===== src/rtl/param_seq_alu.sv =====
// Registered ALU with valid/ready handshakes: single-cycle logic/arith ops and a
// WIDTH-iteration shift-add multiply; the result is held until the consumer takes it.
module param_seq_alu #(
  parameter int WIDTH = 8
) (
  input  logic             clk,
  input  logic             rst,
  input  logic             in_valid,
  output logic             in_ready,
  input  logic [WIDTH-1:0] A,
  input  logic [WIDTH-1:0] B,
  input  logic [2:0]       selection,
  output logic             out_valid,
  input  logic             out_ready,
  output logic [WIDTH-1:0] Result,
  output logic [WIDTH-1:0] Result_hi,
  output logic             C_out,
  output logic             Zero,
  output logic             Err
);

  localparam int CNT_W = (WIDTH > 2) ? $clog2(WIDTH) : 1;
  localparam logic [2:0] OP_ADD = 3'b000;
  localparam logic [2:0] OP_SUB = 3'b001;
  localparam logic [2:0] OP_MAX = 3'b010;
  localparam logic [2:0] OP_AND = 3'b011;
  localparam logic [2:0] OP_OR  = 3'b100;
  localparam logic [2:0] OP_XOR = 3'b101;
  localparam logic [2:0] OP_MUL = 3'b110;
  localparam logic [2:0] OP_ILL = 3'b111;

  typedef enum logic [1:0] {IDLE, MUL, DONE} state_t;

  state_t               state, state_nxt;
  logic                 accept;
  logic                 mul_last;
  logic [2*WIDTH-1:0]   mcand, acc, acc_nxt;
  logic [WIDTH-1:0]     mplier;
  logic [CNT_W-1:0]     count;
  logic [WIDTH+1:0]     alu_out;
  logic                 alu_err, alu_cout;
  logic [WIDTH-1:0]     alu_res;

  // Packs {err, carry, result} for every single-cycle opcode.
  function automatic logic [WIDTH+1:0] alu_eval(input logic [WIDTH-1:0] a,
                                                input logic [WIDTH-1:0] b,
                                                input logic [2:0]       sel);
    logic [WIDTH:0]   sum;
    logic [WIDTH-1:0] res;
    logic             cout;
    logic             err;
    sum  = '0;
    res  = '0;
    cout = 1'b0;
    err  = 1'b0;
    case (sel)
      OP_ADD: begin
        sum  = {1'b0, a} + {1'b0, b};
        res  = sum[WIDTH-1:0];
        cout = sum[WIDTH];
      end
      OP_SUB: begin
        // The carry out of a + ~b + 1 is exactly the no-borrow flag (a >= b).
        sum  = {1'b0, a} + {1'b0, ~b} + (WIDTH+1)'(1);
        res  = sum[WIDTH-1:0];
        cout = sum[WIDTH];
      end
      OP_MAX: begin
        cout = (a > b);
        res  = cout ? a : b;
      end
      OP_AND: res = a & b;
      OP_OR:  res = a | b;
      OP_XOR: res = a ^ b;
      OP_ILL: err = 1'b1;
      default: ;
    endcase
    return {err, cout, res};
  endfunction

  assign accept   = in_valid && in_ready;
  assign mul_last = (count == CNT_W'(WIDTH-1));
  assign acc_nxt  = acc + (mplier[0] ? mcand : '0);
  assign alu_out  = alu_eval(A, B, selection);
  assign alu_err  = alu_out[WIDTH+1];
  assign alu_cout = alu_out[WIDTH];
  assign alu_res  = alu_out[WIDTH-1:0];

  always_ff @(posedge clk) begin
    if (rst) state <= IDLE;
    else     state <= state_nxt;
  end

  always_comb begin
    state_nxt = state;
    case (state)
      IDLE: if (accept) state_nxt = (selection == OP_MUL) ? MUL : DONE;
      MUL:  if (mul_last) state_nxt = DONE;
      DONE: if (out_ready) state_nxt = IDLE;
      default: state_nxt = IDLE;
    endcase
  end

  always_comb begin
    in_ready  = (state == IDLE);
    out_valid = (state == DONE);
  end

  always_ff @(posedge clk) begin
    if (rst) begin
      Result    <= '0;
      Result_hi <= '0;
      C_out     <= 1'b0;
      Zero      <= 1'b0;
      Err       <= 1'b0;
      count     <= '0;
    end else begin
      case (state)
        IDLE: if (accept) begin
          if (selection == OP_MUL) begin
            mcand  <= {{WIDTH{1'b0}}, A};
            mplier <= B;
            acc    <= '0;
            count  <= '0;
          end else begin
            Result    <= alu_res;
            Result_hi <= '0;
            C_out     <= alu_cout;
            Zero      <= (alu_res == '0) && !alu_err;
            Err       <= alu_err;
          end
        end
        // One shift-add step per cycle; the last step publishes the product.
        MUL: begin
          acc    <= acc_nxt;
          mcand  <= mcand << 1;
          mplier <= mplier >> 1;
          count  <= count + CNT_W'(1);
          if (mul_last) begin
            Result    <= acc_nxt[WIDTH-1:0];
            Result_hi <= acc_nxt[2*WIDTH-1:WIDTH];
            C_out     <= |acc_nxt[2*WIDTH-1:WIDTH];
            Zero      <= (acc_nxt == '0);
            Err       <= 1'b0;
          end
        end
        default: ;
      endcase
    end
  end

endmodule


===== config.mk =====
export PLATFORM = sky130hd
export DESIGN_NAME = param_seq_alu
export DESIGN_NICKNAME = d
export VERILOG_FILES = /design/src/rtl/param_seq_alu.sv
export SDC_FILE = /design/constraint.sdc
export NUM_CORES = 1
export LEC_CHECK = 0
export ABC_AREA = 1
export ABC_CLOCK_PERIOD_IN_PS = 4000
export BUFFER_PORTS_ARGS = -buffer_cell sky130_fd_sc_hd__buf_2
export CELL_PAD_IN_SITES_DETAIL_PLACEMENT = 1
export CELL_PAD_IN_SITES_GLOBAL_PLACEMENT = 1
export CORE_ASPECT_RATIO = 1.1
export CORE_UTILIZATION = 40
export CTS_CLUSTER_SIZE = 40
export DETAILED_ROUTE_END_ITERATION = 6
export HOLD_SLACK_MARGIN = 0.03
export PLACE_DENSITY = 0.79
export SLEW_MARGIN = 0
export SYNTH_ARGS = -nofsm -noshare
export SYNTH_HDL_FRONTEND = slang
export SYNTH_SLANG_ARGS = --single-unit

===== constraint.sdc =====
create_clock -name clk -period 4 [get_ports clk]
set_input_delay 0.2 -clock clk [delete_from_list [all_inputs] [get_ports clk]]
set_output_delay 0.2 -clock clk [all_outputs]
set_load 0.05 [all_outputs]

==> impl_results.md <==
- Status: finished, final reports clean
- CP arrival: 3.14 ns
- CTS tree: yes
- Mapped Cells: 684
- Flop-to-flop setup slack: 1.15 ns
- Worst vdd ir: 0.0002057 V
- DP Area: 5199 µm²
- Fmax achieved: 350.4 MHz
- Worst path cell trace: nand2_1 > inv_1 > ha_1 > inv_1 > fa_1 > nand3b_1 > nand2_1 > nand2_1 > nand2_1 > nand3_1 > nand3_1 > nand2_1 > nor2_1 > nand4_1 > nand3_1 > nand2_1 > inv_1
- Met3 wire len: 319 µm
- Worst hold path class: in -> reg
- Detailed placer's ending HPWL: 11.58 mm
- Grt total ovfl: 0
- Post-Layout Inst Area: 5499 µm²
- Layout cells sized above 1: 12.69%
- Die Height: 118.2 µm
- Antenna diodes: 0
- Final-report setup violation count: 0
- Slew Viols, Final: 0
- Initial antenna violation count: 0
- Skew-Pair Late Insertion Delay: 0.34 ns
- RSZ-0062 raised after global routing: no
- Post-Syn Area: 4906 µm²
- Met1 WL: 6.188 mm
- Slew headroom: 21.86%
- Nets: 787
- Port Buffer Count: 43
- Metal2 WL: 7.475 mm
- Hold_buf cts: 0
- Reg area: 1682 µm²
- CP Capture Type: flip-flop
- PostCTS Resize Cnt: 0
- Main synth FF type: edfxtp_1
- Vias in the first global route: 4838
- Initial drt markers: 226
- Final hold violations: 0
- Via density: 5.282
- H-tree Lvls: 3
- Reg-to-reg startpoint: mplier[0]
- Slowest Stage Delay on Critical Path: 0.65 ns
- Final ANT Viol Nets: 0
- Synthesis Warnings: 0
- Top layer in use: met4
- Worst Hold Path EP: state[1]
- Max-Cap Viols: 0
- Worst Setup Path Type: reg -> reg
- EDFF count, synth: 40
- Syn Nets: 751
- Average wire per standard cell: 16.62 µm
- Sequential share of the synthesized area: 34.28%
- DR pass1 iterations: 6
- Yosys cell types: 41
- Fillers: 1577
- Number of I/O pins: 44
- Postcts setup bufs: 0
- Area Overhead vs Synth: 12.09%
- TritonCTS buffer count: 9
- Detailed-route via count: 4643
- Seq cells post-synth: 64
- Worst-path clk slew: 0.06 ns
- Clock Sinks: 64
- Worst Min Path Start: out_ready
- Root Buffer: clkbuf_16
- First-pass GRT wire length: 23.81 mm
- Skew final: 0.01121 ns
- Worst path required time: 4.29 ns
- Crit path launch type: flip-flop
- Setup TNS Final: 0 ns
- Die area: 12710 µm²
- Remaining DRCs: 0
- Largest net degree at the start of global routing: 41
- Die X: 107.6 µm
- Core area: 11980 µm²
- Gr usage total: 24.35%
- Maximum clock path buffer count: 2
- WHS Path Cells: 4
- Syn avg cell area: 7.172 µm²
- Worst slew pin tran: 1.169 ns
- Most used cell, CP: nand2_1
- Leakage power: 0.002720 µW
- Row cnt: 42
- Reg2reg end: Zero
- Ys async rst share: 0%
- Final worst path period need: 2.854 ns
- Multi-input combinational cell area: 2711 µm²
- Period utilisation layout: 71.35%
- Routed WL: 14.61 mm
- Starting Density: 40.95%
- Power density over the cells: 365.1 nW/µm²
- GPL Wtd Cong: 0.9525
- Cells on worst reg2reg path: 17
- Critical Path Fanout Max: 16
- Critical-path top delay cell: edfxtp_1
[flip-flops by register name, summed over array words and instances, names as in the netlist]
signal and cells:
C_out 1, Err 1, Result 8, Result_hi 8, Zero 1, acc 16, count 3, mcand 16
mplier 8, state 2
[cell usage after synthesis, types with 5 or more instances]
| cell type | count | share of area, % |
|---|---|---|
| nor2_1 | 80 | 6.1 |
| o22ai_1 | 5 | 0.64 |
| nand3_1 | 45 | 4.6 |
| xor2_1 | 8 | 1.4 |
| nor3_1 | 7 | 0.71 |
| buf_6 | 5 | 1.1 |
| nand2_1 | 170 | 13 |
| ha_1 | 41 | 10 |
| clkbuf_1 | 5 | 0.38 |
| o21ai_0 | 42 | 4.3 |
| inv_1 | 96 | 7.3 |
| inv_2 | 6 | 0.46 |
| dfxtp_1 | 24 | 9.8 |
| a21oi_1 | 42 | 4.3 |
| nand4_1 | 7 | 0.89 |
| edfxtp_1 | 40 | 24 |
| a21oi_2 | 5 | 0.89 |
| a31oi_1 | 6 | 0.77 |
[stage by stage]
step | setup slack (ns) | util, % | cells | total power [µW] | hold slack (ns)
floorplan | 0.8782 | - | 684 | 1122 | 0.4031
global placement | 1.282 | 43.39 | 863 | 1230 | 0.4527
detailed placement | 1.130 | 43.39 | 863 | 1241 | 0.4682
CTS | 1.115 | 45.90 | 879 | 2020 | 0.1933
global route | 0.8118 | 45.90 | 879 | 2090 | 0.2317
finish | 1.146 | 45.90 | 879 | 2008 | 0.1995
[power by group]
part           switching (µW)  leakage (µW)  internal, µW  total (µW)
Clock                     301      0.000148           476         777
Sequential               18.7      0.000566           735         753
Combinational             346       0.00201           131         478
Total                     666       0.00272          1340        2010
[worst max-delay path, delay by kind of cell (launching register included)]
family	cells	cell delay [ns]
simple gates	12	1.36
fa+ha+maj	2	0.59
flops	1	0.65
buf+inv	3	0.19
[layer usage]
layer	up-vias	track usage [%]
met4	0	11.39
met5	-	0
li1	2289	-
met1	2240	27.35
met3	35	3.916
met2	79	44.15
[kinds of logic (layout without fill, tap and decap cells)]
family / after synthesis / in the layout / share of synthesized area (%)
AOI/OAI and AO/OA: 110 / 110 / 12.39
xor gates and xnor gates: 11 / 11 / 1.964
adders and majority gates: 44 / 44 / 11.68
buffers and inverters: 122 / 163 / 10.61
DFF: 64 / 64 / 34.28
and+or+nand+nor: 333 / 333 / 29.07
[layout by cell type (no fill, tap or decap), drive strengths merged, types with 6 or more instances in the layout]
master / Yosys / final
inv: 102 / 104
clkbuf: 6 / 11
ha: 41 / 41
xor2: 8 / 8
buf: 13 / 45
nand2: 175 / 175
edfxtp: 40 / 40
dfxtp: 24 / 24
a31oi: 6 / 6
nor2: 85 / 85
o21ai: 43 / 43
nand4: 7 / 7
a21oi: 47 / 47
nor3: 9 / 9
nand3: 48 / 48
[layout make-up]
class                           instances  area share [%]
Sequential cell                        64           30.58
Clock inverter                          5          0.6598
Tap cell                              154           3.504
Clock buffer                           11           4.801
Timing Repair Buffer                   45           4.187
Inverter                              102           6.962
Multi-Input combinational cell        498           49.31
[worst max path at each step]
stage               from  endpoint  depth (start not counted)
3_5_place_dp   mplier[0]      Zero                         19
3_3_place_gp   mplier[0]      Zero                         17
6_report       mplier[0]      Zero                         17
2_1_floorplan   state[0]    acc[0]                          5
5_1_grt        mplier[0]      Zero                         19
4_1_cts        mplier[0]      Zero                         17
Power figures use the tool's default switching activity.
